$ cat src/rtl/lcd_refresh_scheduler.sv
// lcd_refresh_scheduler
//
// Schedules character redraws for the clock/date/environment LCD page.
// After the LCD reports it is initialised the whole page is redrawn once;
// from then on only the characters whose source value changed are redrawn.
// Requests go out one at a time, by layout index, to the character renderer.
//
// Ports:
//   sys_clk, sys_rst   clock and synchronous active-high reset
//   init_done          LCD initialised; low holds the scheduler in WAIT_INIT
//   force_full         one-cycle request for a full-page redraw
//   Hour/Minute/Second BCD time fields (8 bits each)
//   Temperature/Humidity binary sensor values (8 bits each)
//   Status             edit/blink status code (4 bits)
//   char_done          renderer finished the current character
//   char_req           one-cycle draw request
//   char_idx           layout index being drawn
//   active_field       job in service (0 idle, 1 full, 2 sec, 3 min, 4 hour, 5 temp, 6 humi)
//   busy               scheduler is in SELECT, ISSUE or WAIT_DONE
//   frame_done         one-cycle pulse when a full redraw completes
//   timeout_err        one-cycle pulse when a character is abandoned
module lcd_refresh_scheduler #(
  parameter int LAST_IDX = 65,
  parameter int TIMEOUT  = 4095
) (
  input  logic       sys_clk,
  input  logic       sys_rst,
  input  logic       init_done,
  input  logic       force_full,
  input  logic [7:0] Hour,
  input  logic [7:0] Minute,
  input  logic [7:0] Second,
  input  logic [7:0] Temperature,
  input  logic [7:0] Humidity,
  input  logic [3:0] Status,
  input  logic       char_done,
  output logic       char_req,
  output logic [6:0] char_idx,
  output logic [2:0] active_field,
  output logic       busy,
  output logic       frame_done,
  output logic       timeout_err
);

  localparam logic [2:0] WAIT_INIT = 3'd0;
  localparam logic [2:0] IDLE      = 3'd1;
  localparam logic [2:0] SELECT    = 3'd2;
  localparam logic [2:0] ISSUE     = 3'd3;
  localparam logic [2:0] WAIT_DONE = 3'd4;

  localparam logic [2:0] JOB_NONE = 3'd0;
  localparam logic [2:0] JOB_FULL = 3'd1;
  localparam logic [2:0] JOB_SEC  = 3'd2;
  localparam logic [2:0] JOB_MIN  = 3'd3;
  localparam logic [2:0] JOB_HOUR = 3'd4;
  localparam logic [2:0] JOB_TEMP = 3'd5;
  localparam logic [2:0] JOB_HUMI = 3'd6;

  // Dirty bit positions
  localparam int D_S = 0;
  localparam int D_M = 1;
  localparam int D_H = 2;
  localparam int D_T = 3;
  localparam int D_U = 4;

  // The wait counter runs 0..TIMEOUT-1; reaching TIMEOUT-1 on a WAIT_DONE
  // edge means TIMEOUT cycles have been spent waiting.
  localparam int TW = (TIMEOUT > 1) ? $clog2(TIMEOUT) : 1;

  logic [2:0]    state_reg;
  logic [43:0]   snap_reg;   // {Status, Humidity, Temperature, Hour, Minute, Second}
  logic [43:0]   prev_reg;
  logic [4:0]    dirty_reg;
  logic          full_pending_reg;
  logic [6:0]    end_reg;
  logic [TW-1:0] tmo_cnt_reg;

  logic          chg_status;
  logic [4:0]    dirty_set;
  logic [4:0]    dirty_clr;
  logic [2:0]    sel_job;
  logic [6:0]    sel_start;
  logic          tmo_hit;
  logic          more_work;

  // A status change re-renders every time field (blink/edit highlight).
  assign chg_status     = snap_reg[43:40] != prev_reg[43:40];
  assign dirty_set[D_S] = (snap_reg[7:0]   != prev_reg[7:0])   | chg_status;
  assign dirty_set[D_M] = (snap_reg[15:8]  != prev_reg[15:8])  | chg_status;
  assign dirty_set[D_H] = (snap_reg[23:16] != prev_reg[23:16]) | chg_status;
  assign dirty_set[D_T] =  snap_reg[31:24] != prev_reg[31:24];
  assign dirty_set[D_U] =  snap_reg[39:32] != prev_reg[39:32];

  assign tmo_hit = tmo_cnt_reg == TW'(TIMEOUT - 1);

  // Work that would need servicing once the current job ends; includes
  // requests landing this very cycle so no IDLE bubble is inserted.
  assign more_work = full_pending_reg | force_full | (|dirty_reg) | (|dirty_set);

  // Fixed-priority job pick: full > second > minute > hour > temp > humi.
  always_comb begin
    sel_job   = JOB_NONE;
    sel_start = 7'd0;
    dirty_clr = 5'b0;
    if (full_pending_reg) begin
      sel_job   = JOB_FULL;
      sel_start = 7'd0;
      dirty_clr = 5'b11111;  // full page covers every field
    end else if (dirty_reg[D_S]) begin
      sel_job        = JOB_SEC;
      sel_start      = 7'd26;
      dirty_clr[D_S] = 1'b1;
    end else if (dirty_reg[D_M]) begin
      sel_job        = JOB_MIN;
      sel_start      = 7'd23;
      dirty_clr[D_M] = 1'b1;
    end else if (dirty_reg[D_H]) begin
      sel_job        = JOB_HOUR;
      sel_start      = 7'd20;
      dirty_clr[D_H] = 1'b1;
    end else if (dirty_reg[D_T]) begin
      sel_job        = JOB_TEMP;
      sel_start      = 7'd60;
      dirty_clr[D_T] = 1'b1;
    end else if (dirty_reg[D_U]) begin
      sel_job        = JOB_HUMI;
      sel_start      = 7'd63;
      dirty_clr[D_U] = 1'b1;
    end
  end

  always_ff @(posedge sys_clk) begin
    if (sys_rst) begin
      state_reg        <= WAIT_INIT;
      snap_reg         <= '0;
      prev_reg         <= '0;
      dirty_reg        <= '0;
      full_pending_reg <= 1'b0;
      end_reg          <= '0;
      tmo_cnt_reg      <= '0;
      char_req         <= 1'b0;
      char_idx         <= '0;
      active_field     <= '0;
      busy             <= 1'b0;
      frame_done       <= 1'b0;
      timeout_err      <= 1'b0;
    end else begin
      // Snapshots keep tracking while idle/uninitialised so re-init never
      // sees a stale difference.
      snap_reg    <= {Status, Humidity, Temperature, Hour, Minute, Second};
      prev_reg    <= snap_reg;
      char_req    <= 1'b0;
      frame_done  <= 1'b0;
      timeout_err <= 1'b0;

      if (!init_done) begin
        state_reg        <= WAIT_INIT;
        dirty_reg        <= '0;
        full_pending_reg <= 1'b0;
        char_idx         <= '0;
        active_field     <= JOB_NONE;
        busy             <= 1'b0;
        tmo_cnt_reg      <= '0;
      end else begin
        // New changes win over the clear of the job being selected, so a
        // change racing its own selection is redrawn again afterwards.
        if (state_reg == SELECT) begin
          dirty_reg <= (dirty_reg & ~dirty_clr) | dirty_set;
        end else begin
          dirty_reg <= dirty_reg | dirty_set;
        end

        if (state_reg == WAIT_INIT) begin
          full_pending_reg <= 1'b1;
        end else if (state_reg == SELECT && sel_job == JOB_FULL) begin
          full_pending_reg <= force_full;
        end else begin
          full_pending_reg <= full_pending_reg | force_full;
        end

        case (state_reg)
          WAIT_INIT: state_reg <= IDLE;

          IDLE: begin
            if (full_pending_reg || (|dirty_reg)) begin
              state_reg <= SELECT;
              busy      <= 1'b1;
            end
          end

          SELECT: begin
            if (sel_job == JOB_NONE) begin
              state_reg <= IDLE;
              busy      <= 1'b0;
            end else begin
              state_reg    <= ISSUE;
              active_field <= sel_job;
              char_idx     <= sel_start;
              end_reg      <= (sel_job == JOB_FULL) ? 7'(LAST_IDX) : sel_start + 7'd1;
            end
          end

          ISSUE: begin
            char_req    <= 1'b1;
            tmo_cnt_reg <= '0;
            state_reg   <= WAIT_DONE;
          end

          WAIT_DONE: begin
            if (char_done || tmo_hit) begin
              timeout_err <= !char_done;
              if (char_idx < end_reg) begin
                char_idx  <= char_idx + 7'd1;
                state_reg <= ISSUE;
              end else begin
                frame_done   <= (active_field == JOB_FULL);
                active_field <= JOB_NONE;
                if (more_work) begin
                  state_reg <= SELECT;
                end else begin
                  state_reg <= IDLE;
                  busy      <= 1'b0;
                end
              end
            end else begin
              tmo_cnt_reg <= tmo_cnt_reg + 1'b1;
            end
          end

          default: begin
            state_reg <= WAIT_INIT;
            busy      <= 1'b0;
          end
        endcase
      end
    end
  end

endmodule
$ cat config.mk
export PLATFORM = sky130hd
export DESIGN_NAME = lcd_refresh_scheduler
export DESIGN_NICKNAME = d
export VERILOG_FILES = /design/src/rtl/lcd_refresh_scheduler.sv
export SDC_FILE = /design/constraint.sdc
export NUM_CORES = 1
export LEC_CHECK = 0
export ABC_AREA = 0
export BUFFER_PORTS_ARGS = -buffer_cell sky130_fd_sc_hd__buf_2
export CAP_MARGIN = 20
export CORE_ASPECT_RATIO = 0.7
export CORE_MARGIN = 2
export CORE_UTILIZATION = 60
export CTS_BUF_LIST = sky130_fd_sc_hd__clkbuf_8
export DETAILED_ROUTE_END_ITERATION = 12
export GPL_TIMING_DRIVEN = 0
export PLACE_DENSITY = 0.78
export SYNTH_ARGS = -nofsm -noshare
export SYNTH_HDL_FRONTEND = slang
export SYNTH_SLANG_ARGS = --single-unit
$ cat constraint.sdc
create_clock -name sys_clk -period 3 [get_ports sys_clk]
set_input_delay 0.3 -clock sys_clk [delete_from_list [all_inputs] [get_ports sys_clk]]
set_output_delay 0.3 -clock sys_clk [all_outputs]
set_load 0.1 [all_outputs]
==> flow_summary_export.csv, run 1 <==
group,metric,value,unit
power_and_ir_drop,power_density,594,nW/µm²
clock_network,htree_levels,4,
clock_network,clk_latency,440,ps
setup_path,r2r_slack,470,ps
clock_network,cts-buffers-inserted,17,
hold_path,hold_depth,2,
placed_design,dp_hpwl,7320,µm
setup_path,end_kind,"register",
timing,tightestPinTransition,796,ps
flow_run,maxCapViolCount,0,
global_routing,grt_pass1_vias,3630,
setup_path,critPathLaunchType,"register",
finish,layout_common_cells,"dfxtp_1 (130), nor2b_1 (91), buf_2 (62)",
timing,slew_violations,0,
timing,fmax,396,MHz
timing,max_slew_margin,46.4,%
hold_path,holdCritPathClass,"in -> reg",
synth,synth_top_family_by_area,"simple AND/OR/NAND/NOR gates",
setup_path,worstPathArrival,2840,ps
finish,layout_commonest_cell,"dfxtp_1",
timing,hold_violations,0,
global_routing,grt_overflow_total,0,
power_and_ir_drop,irDropWorstVdd,0.430,mV
synth,synth_compound_gate_area_share,9.27,%
global_routing,grt_pass1_wl,17200,µm
synth,syn-cell-area,5050,µm²
synth,ys.flop_type,"dfxtp_1",
die,rows,27,
synth,synthArstFlopShare,0,%
placed_design,dp_worst_setup_slack,485,ps
synth,ys_types,48,
synth,syn_nets,581,
timing,fin_skew,11.4,ps
global_routing,antenna_found_initial,0,
clock_network,cts_resized,0,
setup_path,critical_path.max_fanout,8,
timing,layout_setup_ws,472,ps
timing,setup_viol,0,
finish,diodes,0,
route,drtIter0Drc,231,
route,drt-wirelength-per-cell,14.2,µm
global_routing,grt_max_degree,17,
global_routing,busiest_layer,"met2",
synth,synthMuxAreaShare,0.396,%
synth,synth.area.top_cells,"dfxtp_1 (52%), nor2b_1 (11%), xnor2_1 (5.2%)",
route,viasPerCell,5.32,
route,drc,0,
die,dieHeight,80.8,µm
die,dieArea,9180,µm²
synth,yosysWarnings,0,
run_status,run_status,"complete, no violations",
synth,synth_xor_area_share,9.37,%
timing,setup_tns,0,ps
synth,postSynthCellCount,523,
timing,rsz0062_at_grt,"no",
setup_path,regToRegStartpoint,"dirty_reg[1]",
synth,ys_seq_area_share,51.5,%
die,initial_utilization,63.1,%
synth,synth-edff-count,0,
route,ant_nets,0,
die,ioPinCount,63,
global_routing,grtUsageTotal,24.4,%
power_and_ir_drop,leakagePower,2.37,nW
clock_network,post_cts_buffers,0,
synth,synthAdderAreaFrac,2.23,%
synth,synth_seq_cells,130,
clock_network,cts.sinks,130,
die,die_w,114,µm
finish,final_nets,663,
timing,final.min_clock_period,2530,ps
timing,holdWs,63.2,ps
clock_network,clk_path_buf_depth,2,
route,vias,3822,
finish,final_core_util,73.3,%
finish,drive_above_1_share,15.9,%
setup_path,reg2regPathDepth,7,
global_routing,use_met2,37.2,%
clock_network,cts_root_buf,"clkbuf_8",
die,core,8010,µm²
hold_path,min_to,"snap_reg[14]",
clock_network,cts.clk_slew.worst_paths,70,ps
global_routing,use_met3,7.16,%
placed_design,place.gp.congestion,0.860,
route,detail_route.first_pass.iterations,5,
power_and_ir_drop,power.total,3.48,mW
synth,synth_top_area_share,51.5,%
setup_path,reg2reg_to,"busy",
setup_path,worstPathRequired,3310,ps
route,routed_wl,10200,µm
placed_design,io_buffers,62,
clock_network,cts_hold_buffers,0,
synth,synthSimpleGateAreaFrac,24.6,%
clock_network,cts_tree,"yes",
finish,synthToLayoutAreaGrowth,16.2,%
global_routing,use_met1,32.6,%
synth,yosys.area.top_type,"dfxtp_1",
setup_path,timing_worst_setup_path_type,"reg -> reg",
timing,fin_crit_sh,84.3,%
synth,avgSynthCellArea,9.66,µm²
hold_path,min-delay-start,"Minute[6]",
==> kinds of logic after synthesis <==
logic type	count (synthesis)
AND/OR/NAND/NOR	220
flip-flops	130
AO/OA/AOI/OAI	77
XOR/XNOR	54
buffers and inverters	31
adder cells (fa/ha/maj)	9
multiplexers	2
==> final cells by class <==
type                    instances  area, µm²
multi-input cells             362       2320
plain buffers                  21       93.8
inverters                      10       37.5
clock buffers                  18        248
repair buffers                 63        320
clock inverters                13        121
flip-flops and latches        130       2600
fillers                       599       2140
well taps                     101        126
==> critical path, stage by stage (launching register included) <==
cell and delay, ps:
dfxtp_1 410, or4_4 610, or2_1 240, buf_6 140, nor4_4 250, nand4_1 180
a2111oi_0 490, nor3_1 90
==> metal layers <==
metal / wire length [µm] / vias to the layer above
li1: - / 1931
met1: 5010 / 1751
met2: 4450 / 124
met3: 595 / 16
met4: 166 / 0
met5: 0 / -
==> how the worst max path moves through the flow <==
| stage | start | to | slack [ps] | depth (start not counted) |
|---|---|---|---|---|
| floorplan | char_idx[4] | char_idx[0] | 550 | 7 |
| global placement | dirty_reg[1] | busy | 560 | 7 |
| detailed placement | dirty_reg[1] | busy | 490 | 7 |
| CTS | dirty_reg[1] | busy | 450 | 7 |
| global route | dirty_reg[1] | busy | 360 | 7 |
| finish | dirty_reg[1] | busy | 470 | 7 |
==> power by group <==
| part | internal [mW] | switching [mW] |
|---|---|---|
| registers | 1.79 | 0.0408 |
| clock network | 0.739 | 0.644 |
| logic | 0.126 | 0.144 |
| total | 2.66 | 0.829 |
==> per-stage QoR <==
stage | instance area [µm²] | std cells
floorplan | 5050 | 523
global placement | 5490 | 686
detailed placement | 5490 | 686
CTS | 5860 | 717
global route | 5870 | 718
finish | 5870 | 718
==> synthesized netlist by cell type (all sizes together), types with 3 or more instances <==
master	n
xor2	24
nand4	12
a21boi	3
nand2	17
nor3	13
and3	5
o21ai	23
nand2b	7
xnor2	30
clkbuf	18
nor4	11
buf	3
nand3	11
ha	9
a211oi	5
inv	10
a21oi	28
nor2	39
nor2b	91
a31oi	3
dfxtp	130
(Power assumes the default switching activity.)
==> inputs of run 2 (changes only) <==
- clock period: 3 -> 2.5 ns (I/O delays scaled with it)
==> run 2 against run 1 <==
Against the previous run: cell area grew 1.2%; utilization grew 0.84 points; maximum frequency up 4.8%; clock skew fell by 3.1 ps; first-iteration DRC count decreased by 3.9%; global-route usage rose by 0.16 points; sequential power grew 20%; clock power grew 20%; sequential cell count unchanged; worst setup slack lost 380 ps; critical path depth unchanged; hold slack worse by 43 ps; largest power group unchanged.
==> flow_summary_export.csv, run 2 (same netlist as run 1, synthesis figures left out) <==
group,metric,value,unit
global_routing,grt_max_degree,17,
power_and_ir_drop,leakagePower,2.40,nW
timing,tightestPinTransition,796,ps
run_status,run_status,"complete, no violations",
route,routed_wl,10200,µm
placed_design,placed_area,5490,µm²
finish,synthToLayoutAreaGrowth,17.5,%
timing,fmax,415,MHz
clock_network,clk_path_buf_depth,2,
finish,register_area,2600,µm²
die,initial_utilization,63.1,%
finish,fillCellCount,589,
setup_path,worstPathRequired,2860,ps
finish,final_core_util,74.1,%
global_routing,grt_pass1_vias,3692,
clock_network,cts-buffers-inserted,17,
setup_path,worstSetupStartpoint,"dirty_reg[1]",
power_and_ir_drop,irDropWorstVdd,0.515,mV
die,die_w,114,µm
power_and_ir_drop,power_density,705,nW/µm²
global_routing,antenna_found_initial,0,
clock_network,htree_levels,4,
route,drt-wirelength-per-cell,14.1,µm
placed_design,io_buffers,62,
timing,final.min_clock_period,2410,ps
timing,slew_violations,0,
finish,postLayoutCellArea,5930,µm²
setup_path,regToRegStartpoint,"dirty_reg[1]",
timing,max_slew_margin,46.4,%
clock_network,cts.sinks,130,
route,viasPerCell,5.32,
route,ant_nets,0,
finish,diodes,0,
hold_path,min-delay-start,"Minute[4]",
die,rows,27,
clock_network,clk_latency,430,ps
finish,layout_commonest_cell,"dfxtp_1",
hold_path,holdCritPathClass,"in -> reg",
setup_path,timing_worst_setup_path_type,"reg -> reg",
timing,fin_skew,8.28,ps
route,detail_route.first_pass.iterations,5,
power_and_ir_drop,power.total,4.19,mW
global_routing,grt_pass1_wl,17300,µm
setup_path,end_kind,"register",
clock_network,cts.clk_slew.worst_paths,70,ps
timing,setup_viol,0,
clock_network,cts_root_buf,"clkbuf_8",
die,dieHeight,80.8,µm
setup_path,crit_chain,"or4_4, or2_1, buf_6, nor4_4, nand4_1, a211o_1, a211oi_2",
setup_path,critical-path-slowest-cell,"or4_4",
finish,multi_input_area,2320,µm²
setup_path,max_stage_delay,580,ps
clock_network,cts_tree,"yes",
route,drtIter0Drc,222,
flow_run,maxCapViolCount,0,
finish,final_nets,669,
route,vias,3852,
finish,drive_above_1_share,16.1,%
timing,hold_violations,0,
global_routing,grt_overflow_total,0,
route,drc,0,
setup_path,critical_path.max_fanout,8,
die,core,8010,µm²
placed_design,dp_hpwl,7320,µm
timing,rsz0062_at_grt,"no",
global_routing,grtUsageTotal,24.5,%
timing,fin_crit_sh,96.5,%
setup_path,worstPathArrival,2770,ps
placed_design,place.gp.congestion,0.860,
die,dieArea,9180,µm²
setup_path,critPathLaunchType,"register",
die,ioPinCount,63,
finish,layout_common_cells,"dfxtp_1 (129), nor2b_1 (91), buf_2 (62)",
==> run 2: final cells by class <==
| cell class | count | area share (%) |
|---|---|---|
| multi-input cells | 362 | 39.1 |
| inverters | 10 | 0.633 |
| clock inverters | 13 | 2.05 |
| repair buffers | 69 | 6.41 |
| flip-flops and latches | 130 | 43.9 |
| plain buffers | 21 | 1.58 |
| clock buffers | 18 | 4.18 |
| well taps | 101 | 2.13 |
==> run 2: per-stage QoR <==
| stage | cells | worst slack, ps | setup TNS, ps | hold slack [ps] |
|---|---|---|---|---|
| 2_1_floorplan | 523 | 50.5 | 0 | 322 |
| 3_3_place_gp | 686 | 56.8 | 0 | 427 |
| 3_5_place_dp | 686 | -14.9 | -14.9 | 429 |
| 4_1_cts | 724 | 2.08 | 0 | 1.21 |
| 5_1_grt | 724 | 2.36 | 0 | 7.76 |
| 6_report | 724 | 88.0 | 0 | 20.0 |
==> run 2: final timing paths <==
path                  endpoint  slack [ps]  cells past startpoint
setup / recovery  state_reg[0]          90                      7
hold / removal    snap_reg[12]          20                      2
setup reg to reg  state_reg[0]          90                      7
hold reg to reg     frame_done         460                      2
==> run 2: worst max-delay path: cells and delay by family, from the launching register on <==
kind,cells,cell delay (ps)
compound gates,2,570
buf+inv,1,140
flops,1,370
simple gates,4,1250
==> run 2: routing by layer <==
| metal | global-route usage [%] | wire length, µm |
|---|---|---|
| met1 | 32.4 | 5050 |
| met2 | 38.0 | 4520 |
| met3 | 7.16 | 512 |
| met4 | 10.5 | 157 |
| met5 | 0 | 0 |
==> run 2: power breakdown <==
part	leakage, nW	total [mW]	switching [mW]	internal [mW]
sequential	1.07	2.20	0.0489	2.15
combinational	1.13	0.332	0.175	0.157
clock	0.196	1.66	0.768	0.887
==> run 2: what timing repair did <==
| action | CTS | global route |
|---|---|---|
| endpoints found under the setup margin | 1 | 3 |
| pin swaps | 0 | 1 |
| resized for setup | 2 | 1 |
| hold buffers | 7 | 0 |
| hold endpoints to repair | 7 | 0 |
| setup buffers | 0 | 0 |
==> inputs of run 3 (changes only) <==
- clock period: 2.5 -> 2.6 ns (I/O delays scaled with it)
==> run 3 against run 2 <==
Against the previous run: sequential power decreased by 4%; first-iteration DRC count grew 8.1%; combinational power fell by 6.0%; total power shrank 4.1%; clock skew increased by 2.6 ps; register-to-register slack improved by 20 ps; worst setup slack improved by 24 ps.
==> flow_summary_export.csv, run 3 (same netlist as run 1, synthesis figures left out) <==
group,metric,value,unit
timing,layout_setup_ws,112,ps
timing,slew_violations,0,
route,drtIter0Drc,240,
finish,final_nets,663,
global_routing,grt_max_degree,17,
global_routing,antenna_found_initial,0,
hold_path,holdCritPathClass,"in -> reg",
setup_path,timing_worst_setup_path_type,"reg -> reg",
route,ant_nets,0,
timing,setup_viol,0,
die,dieArea,9180,µm²
run_status,run_status,"complete, no violations",
global_routing,grt_overflow_total,0,
die,rows,27,
clock_network,cts_tree,"yes",
die,die_w,114,µm
setup_path,critical_path.max_fanout,8,
clock_network,cts-buffers-inserted,17,
timing,setup_tns,0,ps
power_and_ir_drop,leakagePower,2.37,nW
setup_path,worstPathArrival,2790,ps
power_and_ir_drop,power.total,4.01,mW
global_routing,grtUsageTotal,24.4,%
global_routing,grt_pass1_wl,17200,µm
timing,hold_violations,0,
die,initial_utilization,63.1,%
setup_path,critPathLaunchType,"register",
timing,rsz0062_at_grt,"no",
setup_path,worstPathRequired,2900,ps
finish,synthToLayoutAreaGrowth,16.2,%
clock_network,cts.sinks,130,
power_and_ir_drop,power_density,684,nW/µm²
route,viasPerCell,5.29,
power_and_ir_drop,irDropWorstVdd,0.496,mV
timing,tightestPinTransition,796,ps
setup_path,crit_chain,"or4_4, or2_1, buf_6, nor4_4, nand4_1, a2111oi_1, nor3_1",
clock_network,clk_path_buf_depth,2,
clock_network,cts.clk_slew.worst_paths,70,ps
die,dieHeight,80.8,µm
clock_network,clk_latency,440,ps
clock_network,cts_root_buf,"clkbuf_8",
setup_path,cp_top_family,"simple AND/OR/NAND/NOR gates",
setup_path,crit_buf_inv,1,
timing,fmax,402,MHz
global_routing,grt_pass1_vias,3640,
placed_design,io_buffers,62,
timing,fin_crit_sh,95.7,%
placed_design,dp_worst_setup_slack,85.1,ps
finish,layout_commonest_cell,"dfxtp_1",
placed_design,dp_hpwl,7320,µm
finish,drive_above_1_share,15.9,%
die,core,8010,µm²
route,detail_route.first_pass.iterations,4,
route,drt-wirelength-per-cell,14.1,µm
clock_network,htree_levels,4,
route,vias,3799,
clock_network,post_cts_buffers,0,
placed_design,place.gp.congestion,0.860,
timing,final.min_clock_period,2490,ps
setup_path,max_stage_delay,610,ps
route,routed_wl,10200,µm
finish,diodes,0,
setup_path,critical-path-slowest-cell,"or4_4",
setup_path,end_kind,"register",
route,drc,0,
finish,layout_common_cells,"dfxtp_1 (130), nor2b_1 (91), buf_2 (62)",
timing,fin_skew,10.9,ps
flow_run,maxCapViolCount,0,
die,ioPinCount,63,
timing,max_slew_margin,46.4,%
==> run 3: power by group <==
part	total [mW]	internal [mW]	switching, mW
registers	2.11	2.07	0.0470
clock network	1.59	0.853	0.738
logic	0.312	0.145	0.166
==> run 3: worst paths after layout <==
path	from	endpoint	slack, ps	cells after the start
setup / recovery	dirty_reg[1]	busy	110	7
setup reg to reg	dirty_reg[1]	busy	110	7
hold reg to reg	active_field[0]	frame_done	470	2
hold / removal	Minute[6]	snap_reg[14]	30	2
==> run 3: worst reg2reg max path, delay by kind of cell (launching register included) <==
kind	cells	cell delay (ps)
buffers and inverters	1	140
AO/OA/AOI/OAI	1	440
flip-flops	1	410
AND/OR/NAND/NOR	5	1370
==> run 3: routing by layer <==
metal	part of all wire [%]	GRT usage, %	up-vias
li1	-	-	1930
met1	49	32.6	1762
met2	44	37.3	93
met3	5.2	7.16	14
met4	1.5	10.5	0
met5	0	0	-
==> run 3: layout make-up <==
class	count	area [µm²]
clock buffer	18	248
buffer	21	93.8
sequential	130	2600
timing repair buffer	63	320
tap	101	126
multi-input combinational	362	2320
clock inverter	13	121
fill	600	2140
inverter	10	37.5
==> run 3: what timing repair did <==
action | in CTS | in global routing
endpoints found under the hold margin | 1 | 0
endpoints found under the setup margin | 0 | 1
gates resized for setup | 0 | 1
hold buffers | 1 | 0
==> run 3: stage by stage <==
step                      utilization, %  cells  area (µm²)  hold slack, ps
final                               73.3    718        5870            29.1
after global routing                73.3    718        5870            2.57
after CTS                           73.3    718        5870            6.02
after detailed placement            68.5    686        5490             439
after global placement              68.5    686        5490             437
after floorplan                        -    523        5050             332
